===== src/rtl/peri_bus_bridge.sv =====
// rtl/peri_bus_bridge.sv - CPU to peripheral bridge with clock enables, slot decode, wait states and ready timeout
// Decodes each CPU request into one of NSLOT base/mask windows and runs a registered cs/strobe cycle.
module peri_bus_bridge #(
  parameter int ADDR_W     = 13,
  parameter int DATA_W     = 8,
  parameter int NSLOT      = 4,
  parameter int CLKEN_BITS = 2,
  parameter logic [NSLOT*ADDR_W-1:0] SLOT_BASE = {13'h0000, 13'h1000, 13'h0810, 13'h0800},
  parameter logic [NSLOT*ADDR_W-1:0] SLOT_MASK = {13'h1800, 13'h1000, 13'h1FF0, 13'h1FF0},
  parameter logic [NSLOT*4-1:0]      SLOT_WAIT = {4'd0, 4'd2, 4'd1, 4'd0},
  parameter int TIMEOUT    = 15
) (
  input  logic                    clk,
  input  logic                    res,
  input  logic                    ext_bus,
  input  logic                    req,
  input  logic                    rwb,
  input  logic [ADDR_W-1:0]       addr,
  input  logic [DATA_W-1:0]       wdata,
  output logic [DATA_W-1:0]       rdata,
  output logic                    ready,
  output logic                    err,
  output logic                    cpu_clken,
  output logic                    per_clken,
  output logic                    phi2,
  output logic [NSLOT-1:0]        slot_cs,
  output logic                    slot_we,
  output logic [ADDR_W-1:0]       slot_addr,
  output logic [DATA_W-1:0]       slot_wdata,
  input  logic [NSLOT*DATA_W-1:0] slot_rdata,
  input  logic [NSLOT-1:0]        slot_rdy
);

  localparam int SEL_W = (NSLOT > 1) ? $clog2(NSLOT) : 1;
  localparam logic [7:0] TMO = 8'(TIMEOUT);

  localparam logic [1:0] IDLE    = 2'd0;
  localparam logic [1:0] ACCESS  = 2'd1;
  localparam logic [1:0] WAITRDY = 2'd2;
  localparam logic [1:0] DONE    = 2'd3;

  logic [1:0]            state;
  logic [CLKEN_BITS-1:0] cnt;
  logic                  armed;
  logic                  rwb_q;
  logic [SEL_W-1:0]      sel_q;
  logic [3:0]            wait_cnt;
  logic [7:0]            tmo_cnt;
  logic [7:0]            tmo_next;
  logic                  chk_phase;
  logic                  hit;
  logic [SEL_W-1:0]      hit_idx;

  // Scan from the top so the lowest matching slot overwrites any higher one.
  always_comb begin
    hit     = 1'b0;
    hit_idx = '0;
    for (int i = NSLOT - 1; i >= 0; i--) begin
      if (((addr ^ SLOT_BASE[i*ADDR_W +: ADDR_W]) & SLOT_MASK[i*ADDR_W +: ADDR_W]) == '0) begin
        hit     = 1'b1;
        hit_idx = SEL_W'(i);
      end
    end
  end

  assign tmo_next  = tmo_cnt + 8'd1;
  assign chk_phase = ((state == ACCESS) && (wait_cnt == 4'd0)) || (state == WAITRDY);

  always_ff @(posedge clk) begin
    if (res) begin
      cnt        <= '0;
      cpu_clken  <= 1'b0;
      per_clken  <= 1'b0;
      phi2       <= 1'b0;
      state      <= IDLE;
      armed      <= 1'b1;
      rwb_q      <= 1'b0;
      sel_q      <= '0;
      wait_cnt   <= 4'd0;
      tmo_cnt    <= 8'd0;
      rdata      <= '1;
      ready      <= 1'b0;
      err        <= 1'b0;
      slot_cs    <= '0;
      slot_we    <= 1'b0;
      slot_addr  <= '0;
      slot_wdata <= '0;
    end else begin
      cnt       <= cnt + 1'b1;
      cpu_clken <= &cnt;
      per_clken <= cpu_clken;
      phi2      <= cnt[CLKEN_BITS-1];
      ready     <= 1'b0;
      err       <= 1'b0;
      // A request is only re-accepted after req has been seen low once.
      if (!req) armed <= 1'b1;

      case (state)
        IDLE: begin
          if (req && !ext_bus && armed) begin
            armed      <= 1'b0;
            slot_addr  <= addr;
            slot_wdata <= wdata;
            rwb_q      <= rwb;
            if (hit) begin
              slot_cs  <= NSLOT'(1) << hit_idx;
              slot_we  <= !rwb;
              sel_q    <= hit_idx;
              wait_cnt <= SLOT_WAIT[int'(hit_idx)*4 +: 4];
              tmo_cnt  <= 8'd0;
              state    <= ACCESS;
            end else begin
              state <= DONE;
              ready <= 1'b1;
              err   <= 1'b1;
              if (rwb) rdata <= '1;
            end
          end
        end
        ACCESS: begin
          if (per_clken && (wait_cnt != 4'd0)) wait_cnt <= wait_cnt - 1'b1;
        end
        WAITRDY: ;
        default: state <= IDLE;
      endcase

      // Wait states exhausted: sample the slot ready on every peripheral enable.
      if (per_clken && chk_phase) begin
        if (slot_rdy[sel_q] || (tmo_next >= TMO)) begin
          state   <= DONE;
          ready   <= 1'b1;
          err     <= !slot_rdy[sel_q];
          slot_cs <= '0;
          slot_we <= 1'b0;
          if (rwb_q) rdata <= slot_rdy[sel_q] ? slot_rdata[int'(sel_q)*DATA_W +: DATA_W] : '1;
        end else begin
          tmo_cnt <= tmo_next;
          state   <= WAITRDY;
        end
      end
    end
  end

endmodule


===== config.mk =====
export PLATFORM = sky130hd
export DESIGN_NAME = peri_bus_bridge
export DESIGN_NICKNAME = d
export VERILOG_FILES = /design/src/rtl/peri_bus_bridge.sv
export SDC_FILE = /design/constraint.sdc
export NUM_CORES = 1
export LEC_CHECK = 0
export ABC_CLOCK_PERIOD_IN_PS = 2700
export BUFFER_PORTS_ARGS = -buffer_cell sky130_fd_sc_hd__buf_4
export CORE_ASPECT_RATIO = 1.1
export CORE_MARGIN = 4
export CORE_UTILIZATION = 51
export CTS_BUF_LIST = sky130_fd_sc_hd__clkbuf_4
export CTS_CLUSTER_DIAMETER = 150
export DETAILED_ROUTE_END_ITERATION = 6
export PLACE_DENSITY = 0.87
export SYNTH_ARGS = -nofsm -noshare
export SYNTH_HDL_FRONTEND = slang
export SYNTH_SLANG_ARGS = --single-unit

===== constraint.sdc =====
create_clock -name clk -period 2.7 [get_ports clk]
set_input_delay 0.405 -clock clk [delete_from_list [all_inputs] [get_ports clk]]
set_output_delay 0.405 -clock clk [all_outputs]
set_load 0.05 [all_outputs]

==> results of run 1 <==
-- state kept, by name, summed over array words and instances (netlist names), 2 cells and up --
signal,count
cnt,2
state,2
rdata,8
slot_addr,13
wait_cnt,4
slot_cs,4
tmo_cnt,8
sel_q,2
slot_wdata,8
-- worst paths after layout --
path	endpoint	slack [ps]	cells past startpoint
min	slot_wdata[3]	240	3
max	rdata[5]	350	7
min reg2reg	cnt[0]	440	1
max reg2reg	rdata[5]	350	7
-- per-layer routing --
| metal | up-vias | routed length (um) |
|---|---|---|
| met4 | 0 | 113 |
| li1 | 1345 | - |
| met5 | - | 0 |
| met3 | 13 | 605 |
| met1 | 1312 | 3110 |
| met2 | 90 | 3900 |
-- tightest hold or removal path, stage by stage --
cell	delay, ps
buf_4	100
nand2_1	40
a21oi_1	50
-- final cells by class --
type                       instances  area [um2]  share of cell area (%)
multi-input combinational        226        1540                    41.0
tap                               75        93.8                    2.50
inverter                           9        33.8                   0.901
clock buffer                      12        90.1                    2.40
sequential                        59        1180                    31.5
clock inverter                     4        41.3                    1.10
timing repair buffer             103         773                    20.6
-- power breakdown --
group          internal, mW  switching, mW
Clock                 0.305          0.325
Combinational         0.250          0.398
Sequential            0.929         0.0363
-- metrics by stage --
| step | power, mW | setup WS (ps) | hold WS [ps] | area [um2] |
|---|---|---|---|---|
| 2_1_floorplan | 1.43 | 656 | 399 | 2840 |
| 3_3_place_gp | 1.61 | 523 | 407 | 3620 |
| 3_5_place_dp | 1.63 | 391 | 433 | 3620 |
| 4_1_cts | 2.24 | 365 | 227 | 3750 |
| 5_1_grt | 2.35 | 202 | 214 | 3750 |
| 6_report | 2.24 | 354 | 240 | 3750 |
-- layout by cell type (no fill, tap or decap), types with 3 or more instances in the layout --
cell type,Yosys,layout
or3_1,4,4
o211ai_1,5,5
nor2b_1,8,8
inv_1,8,8
buf_4,1,103
clkbuf_4,0,12
nor4b_1,4,4
nand3b_1,3,3
o21ai_0,8,8
ha_1,8,8
nand4_1,3,3
nand3_1,4,4
clkinv_1,0,3
nand2b_1,4,4
o31ai_1,12,12
nor2_1,17,17
o22ai_1,8,8
dfxtp_1,59,59
or4_1,3,3
nand2_1,50,50
nor3_1,9,9
a21oi_1,36,36
mux4_1,7,7
-- logic make-up after synthesis --
logic type | after synthesis
DFF | 59
and+or+nand+nor | 120
muxes | 10
adders and majority gates | 8
xor gates and xnor gates | 1
AOI/OAI and AO/OA | 87
buffers and inverters | 26
==> flow_metrics.tcl, run 1 <==
set metrics [dict create \
    maxCapViolCount 0 \
    path_cells "inv_1, ha_1, and4bb_2, o211ai_2, or3_1, o22ai_1, o31ai_1" \
    cp_top_family "simple AND/OR/NAND/NOR gates" \
    syn_to_final_growth_pct 31.9 \
    crit_path_top_delay_cell "or3_1" \
    startpoint "state[1]" \
    r2r-start "state[1]" \
    synth_top_area_share_pct 41.5 \
    coreArea_mm2 0.00540 \
    yosysUniqueCellTypes 51 \
    synth_top_cell_by_area "dfxtp_1" \
    synthMuxAreaShare_pct 8.45 \
    post-route-util_pct 69.5 \
    dieArea_mm2 0.00684 \
    drt_pass1_iterations 4 \
    finalNonFillerCells 488 \
    synth-seq-cells 59 \
    synth_fa_ha_area_share_pct 3.52 \
    antenna_found_initial 0 \
    ioPinCount 101 \
    cp.arrival_ps 2640 \
    min_path_type "input port to register" \
    htreeDepth 3 \
    grt_first_pass_wirelength_mm 12.4 \
    grt_max_degree 56 \
    worstMarginPinSlew_ps 574 \
    path_buf_inv 1 \
    drive_above_1_share_pct 31.5 \
    routedWlPerCell_um 15.8 \
    drtIter0Drc 182 \
    dpl.hpwl_mm 5.65 \
    gp_congestion 0.865 \
    grt_use_met1_pct 27.0 \
    initial_core_util_pct 52.7 \
    rows 28 \
    globalRouteMet2Util_pct 37.9 \
    numPortBuffers 100 \
    clock.fmax_ghz 0.426 \
    ctsHoldBuffers 0 \
    top_usage_layer "met2" \
    placedCellCount 472 \
    synthTopCellsByArea "dfxtp_1 (42%), nand2_1 (6.6%), mux4_1 (6.5%), a21oi_1 (6.3%), ha_1 (3.5%)" \
    synthTopCellsByCount "dfxtp_1 (59), nand2_1 (50), a21oi_1 (36), nor2_1 (17)" \
    seq_area_frac_synth_pct 41.5 \
    cp-start-kind "register" \
    wl_mm 7.73 \
    synth-edff-count 0 \
    grt_pass1_vias 2706 \
    antenna_cells 0 \
    ctsRootBufferMaster "clkbuf_4" \
    synth-xor-area-share_pct 0.308 \
    setup_tns_ps 0 \
    dieWidth_um 79.2 \
    synth-main-ff-cell "dfxtp_1" \
    drc 0 \
    worstSkewPairLatency_ps 410 \
    leakagePower_nw 1.52 \
    syn_inst 311 \
    setup_viol 0 \
    cts_inserted_buffers 9 \
    n_fill_cell 453 \
    cts_sinks 59 \
    rsz0062_at_grt "false" \
    power_density_mw_per_mm2 598 \
    cts_setup_buffers 0 \
    status "finished, final reports clean" \
    final.min_clock_period_ps 2350 \
    vias 2760 \
    slew_viol_final 0 \
    skew_ps 13.7 \
    crit_required_ps 3000 \
    cts_resized 0 \
    grt_use_met3_pct 9.98 \
    avgSynthCellArea_um2 9.14 \
    finalCritPeriodShare_pct 86.9 \
    synth_nets 381 \
    max_stage_delay_ps 630 \
    synth-compound-area-share_pct 19.5 \
    yosysMostFrequentCell "dfxtp_1" \
    slew_headroom_pct 61.5 \
    synth_top_family_by_area "simple AND/OR/NAND/NOR gates" \
    nets 478 \
    ir_drop_uv 507 \
    hp-start "wdata[3]" \
    critical_path_class "register to register" \
    hold_violations 0 \
    yosysWarnings 0 \
    vias_per_cell 5.66 \
    syn_area_mm2 0.00284 \
    track_usage_pct 23.1 \
    worst_setup_path_end_kind "register" \
    cts_tree "built" \
    crit_fanout 16 \
    async_reset_ff_share_pct 0 \
    grt-ovfl-total 0 \
    clk_pin_slew_ps 100 \
    clk_path_buf_depth 2 \
    drtAntennaViolNets 0 \
    synth-simple-area-share_pct 22.3 \
    floorplan.die.height_um 86.3 \
]
(Power assumes the default switching activity.)
==> inputs of run 2 (changes only) <==
- ABC_CLOCK_PERIOD_IN_PS: 2700 -> 1950
- CELL_PAD_IN_SITES_DETAIL_PLACEMENT: default -> 0
- CELL_PAD_IN_SITES_GLOBAL_PLACEMENT: default -> 1
- CORE_UTILIZATION: 51 -> 34
- CTS_CLUSTER_DIAMETER: 150 -> default
- PLACE_DENSITY: 0.87 -> 0.83
- clock period: 2.7 -> 1.95 ns (I/O delays scaled with it)
==> run 2 against run 1 <==
Combinational power rose by 48%. Sequential power up 39%. Setup slack worse by 230 ps. Critical path type unchanged. Sequential cell count unchanged. Critical endpoint is now rdata[4].
==> flow_metrics.tcl, run 2 (synthesis gave the netlist of run 1 again) <==
set metrics [dict create \
    cp-start-kind "register" \
    grt_pass1_vias 2698 \
    wl_mm 7.66 \
    cp.arrival_ps 2150 \
    slew_viol_final 0 \
    drtAntennaViolNets 0 \
    final.min_clock_period_ps 1830 \
    gp_congestion 0.781 \
    holdWs_ps 115 \
    vias 2782 \
    grt_max_degree 35 \
    top_usage_layer "met2" \
    initial_core_util_pct 35.4 \
    htreeDepth 3 \
    cts_inserted_buffers 9 \
    ctsRootBufferMaster "clkbuf_4" \
    cts_tree "built" \
    power.share.sequential_pct 38.7 \
    finalCritPeriodShare_pct 93.9 \
    slew_headroom_pct 72.6 \
    dpl.hpwl_mm 5.71 \
    drtIter0Drc 65 \
    clock.fmax_ghz 0.546 \
    clk_path_buf_depth 2 \
    largest-register "slot_addr" \
    drc 0 \
    postLayoutCellArea_mm2 0.00404 \
    drt_pass1_iterations 5 \
    floorplan.die.height_um 104 \
    combPwrFrac_pct 27.7 \
    place_area_mm2 0.00379 \
    multi_input_area_mm2 0.00159 \
    cts_sinks 59 \
    post-route-util_pct 50.3 \
    drive_above_1_share_pct 37.4 \
    ctsHoldBuffers 0 \
    routedWlPerCell_um 14.2 \
    layout.cells.most_common "buf_4" \
    dieArea_mm2 0.00989 \
    grt_use_met1_pct 18.6 \
    track_usage_pct 15.4 \
    nets 495 \
    regArea_mm2 0.00119 \
    clk_pin_slew_ps 120 \
    leakagePower_nw 1.63 \
    grt-ovfl-total 0 \
    p_clk_share_pct 33.6 \
    ir_drop_uv 498 \
    final_cell_mix "buf_4 (120), dfxtp_1 (56), nand2_1 (50), a21oi_1 (35), nor2_1 (15)" \
    grt_use_met3_pct 6.87 \
    globalRouteMet2Util_pct 24.9 \
    hold_violations 0 \
    largest_reg_flops 13 \
    crit_fanout 8 \
    rows 34 \
    syn_to_final_growth_pct 42.1 \
    n_fill_cell 776 \
    p_int_mw 2.33 \
    antenna_found_initial 0 \
    numPortBuffers 100 \
    power_density_mw_per_mm2 855 \
    worst_setup_path_end_kind "register" \
    status "finished, final reports clean" \
    crit_required_ps 2270 \
    dieWidth_um 95.2 \
    ioPinCount 101 \
    coreArea_mm2 0.00804 \
    antenna_cells 0 \
    skew_ps 15.7 \
    worstMarginPinSlew_ps 411 \
    placedCellCount 519 \
    vias_per_cell 5.17 \
    worstSkewPairLatency_ps 410 \
    maxCapViolCount 0 \
    setup_viol 0 \
    critical_path_class "register to register" \
    min_path_type "input port to register" \
    p_sw_mw 1.12 \
    finalNonFillerCells 538 \
    grt_first_pass_wirelength_mm 12.4 \
    power_switching_share_pct 32.5 \
]
## run 2: changes by cell type in the layout (fill, tap and decap cells not counted), moves of 3 or more
cell	previous run	this run
buf_4	103	120
clkbuf_4	12	9
dfxtp_1	59	56
clkinv_1	3	0
## run 2: worst paths after layout
check / slack [ps] / to / cells after the start / start
max: 120 / rdata[4] / 7 / tmo_cnt[0]
min: 120 / slot_wdata[5] / 3 / wdata[5]
min reg2reg: 430 / cnt[0] / 1 / cnt[0]
max reg2reg: 120 / rdata[4] / 7 / tmo_cnt[0]
## run 2: layer usage
metal,share of wire [%],vias to the layer above
met1,43,1309
met5,0,-
li1,-,1374
met2,46,89
met3,9.7,10
met4,1.1,0
## run 2: per-stage QoR
stage | setup TNS [ps] | worst slack, ps | total power [mW]
after floorplan | 0 | 11.6 | 2.00
after global placement | 0 | 61.6 | 2.31
after detailed placement | 0 | 13.1 | 2.33
after CTS | 0 | 10.1 | 3.49
after global routing | -4.44 | -4.44 | 3.64
final | 0 | 119 | 3.46
## run 2: area by class of cell
type                            instances  share of cell area, %
Multi-Input combinational cell        226                   39.4
Timing Repair Buffer                  120                   22.3
Tap cell                              108                   3.34
Clock buffer                            9                   1.67
Clock inverter                          7                   3.07
Sequential cell                        59                   29.4
Inverter                                9                  0.836
## run 2: critical path: stages (launching register included)
cell and delay (ps):
dfxtp_4 410, nand3_1 130, or3_1 390, nand4_1 210, buf_4 160, nor3_2 30, buf_4 170, o31ai_1 230
## run 2: power by group through the flow
stage / sequential, mW / clock [mW] / combinational [mW]
2_1_floorplan: 1.53 / 0 / 0.471
5_1_grt: 1.35 / 1.25 / 1.05
4_1_cts: 1.34 / 1.19 / 0.962
3_3_place_gp: 1.37 / 0 / 0.944
3_5_place_dp: 1.37 / 0 / 0.960
6_report: 1.34 / 1.16 / 0.957
## run 2: timing repair
action,in CTS,in global routing
resized for setup,1,10
pin swaps,0,3
buffers inserted,0,3
setup endpoints to repair,1,25
==> inputs of run 3 (changes only) <==
- CELL_PAD_IN_SITES_DETAIL_PLACEMENT: 0 -> default
- CELL_PAD_IN_SITES_GLOBAL_PLACEMENT: 1 -> default
- CORE_UTILIZATION: 34 -> 44
- PLACE_DENSITY: 0.83 -> 0.8
- TNS_END_PERCENT: default -> 30
==> run 3 against run 2 <==
Clock skew fell by 10 ps. Setup slack got worse by 40 ps. Global-route usage rose by 4.0 points. Wire length fell by 2.4%. Register-to-register slack got worse by 40 ps. Final area fell by 1.4%. Critical endpoint unchanged. Largest power group unchanged.
==> flow_metrics.tcl, run 3 (synthesis gave the netlist of run 1 again) <==
set metrics [dict create \
    status "finished, final reports clean" \
    multi_input_area_mm2 0.00163 \
    rows 30 \
    vias 2730 \
    numPortBuffers 100 \
    clk_pin_slew_ps 110 \
    gp_congestion 0.846 \
    final_cell_mix "buf_4 (114), dfxtp_1 (54), nand2_1 (50), a21oi_1 (36), nor2_1 (15)" \
    routedWlPerCell_um 14.8 \
    ctsHoldBuffers 0 \
    clock.fmax_ghz 0.534 \
    crit_required_ps 2250 \
    n_fill_cell 529 \
    leakagePower_nw 1.59 \
    cp-start-kind "register" \
    crit_fanout 8 \
    vias_per_cell 5.41 \
    cts_sinks 59 \
    cp.arrival_ps 2180 \
    layout.cells.most_common "buf_4" \
    cpMostUsedCell "inv_1" \
    ioPinCount 101 \
    path_cells "inv_1, ha_1, inv_1, nor2_2, buf_4, a31o_2, o22ai_1, o31ai_2" \
    grt-ovfl-total 0 \
    hold_depth 3 \
    setup_tns_ps 0 \
    power_density_mw_per_mm2 828 \
    reg2reg_depth 8 \
    skew_ps 5.72 \
    min_path_type "input port to register" \
    dieWidth_um 84.7 \
    max_stage_delay_ps 390 \
    wl_mm 7.48 \
    largest_reg_flops 13 \
    setup_viol 0 \
    holdWs_ps 110 \
    critical_path_class "register to register" \
    nets 489 \
    floorplan.die.height_um 92.3 \
    cts_tree "built" \
    coreArea_mm2 0.00623 \
    drtIter0Drc 127 \
    worstSkewPairLatency_ps 420 \
    grt_first_pass_wirelength_mm 12.3 \
    clk_path_buf_depth 2 \
    htreeDepth 3 \
    maxCapViolCount 0 \
    drive_above_1_share_pct 38.2 \
    dpl.hpwl_mm 5.60 \
    slew_headroom_pct 72.5 \
    slew_viol_final 0 \
    drt_pass1_iterations 4 \
    ctsRootBufferMaster "clkbuf_4" \
    initial_core_util_pct 45.6 \
    drtAntennaViolNets 0 \
    crit_path_top_delay_cell "dfxtp_1" \
    antenna_found_initial 0 \
    largest-register "slot_addr" \
    grt_max_degree 30 \
    syn_to_final_growth_pct 40.1 \
    drc 0 \
    worst_setup_path_end_kind "register" \
    dieArea_mm2 0.00782 \
    rsz0062_at_grt "true" \
    ir_drop_uv 816 \
    hold_violations 0 \
    track_usage_pct 19.4 \
    final.min_clock_period_ps 1870 \
    finalCritPeriodShare_pct 95.9 \
    regArea_mm2 0.00119 \
    worstMarginPinSlew_ps 413 \
    grt_pass1_vias 2632 \
    cts_inserted_buffers 9 \
]
[run 3: cell count changes in the layout (fill, tap and decap cells not counted), moves of 2 or more]
cell     previous run  this run
buf_4             120       114
dfxtp_4             1         3
o31ai_2             0         4
o31ai_1            12         8
dfxtp_1            56        54
[run 3: cell type report]
| class | count | share of cell area, % |
|---|---|---|
| Multi-Input combinational cell | 226 | 40.9 |
| Antenna cell | 1 | 0.0628 |
| Tap cell | 80 | 2.51 |
| Clock inverter | 7 | 2.54 |
| Inverter | 9 | 0.848 |
| Sequential cell | 59 | 30.0 |
| Timing Repair Buffer | 114 | 21.5 |
| Clock buffer | 9 | 1.70 |
[run 3: worst paths after layout]
| kind | from | end | slack, ps |
|---|---|---|---|
| setup / recovery | state[0] | rdata[4] | 80 |
| setup reg to reg | state[0] | rdata[4] | 80 |
| hold / removal | wdata[6] | slot_wdata[6] | 110 |
| hold reg to reg | cnt[0] | cnt[0] | 430 |
[run 3: metal layers]
layer	global-route usage, %	routed length (um)	vias to the layer above
met3	6.94	660	13
met5	0	0	-
met4	7.39	127	0
met2	32.0	3630	99
met1	23.1	3060	1255
li1	-	-	1363
[run 3: timing repair]
| action | CTS | global route |
|---|---|---|
| pin swaps | 0 | 4 |
| gates resized for setup | 1 | 21 |
| setup buffers | 0 | 1 |
| endpoints found under the hold margin | 0 | 0 |
| setup endpoints to repair | 5 | 26 |
[run 3: critical path: cells and delay by family, from the launching register on]
family | cells | cell delay (ps)
fa+ha+maj | 1 | 270
flops | 1 | 390
buf+inv | 3 | 390
compound gates | 3 | 630
simple gates | 1 | 70
[run 3: power by group]
part	switching (mW)	leakage (nW)	total [mW]	internal, mW
Combinational	0.566	1.03	0.948	0.381
Sequential	0.0543	0.483	1.34	1.28
Clock	0.489	0.0827	1.02	0.527
Total	1.11	1.59	3.30	2.19
[run 3: per-stage QoR]
step	power, mW	util [%]	cells	setup slack [ps]	area (um2)
floorplan	2.00	-	311	11.6	2870
detailed placement	2.30	59.8	487	-11.8	3720
global placement	2.28	59.8	487	89.5	3720
global route	3.49	63.9	504	-16.5	3980
CTS	3.32	62.6	503	36.9	3900
finish	3.30	64.0	505	79.0	3990
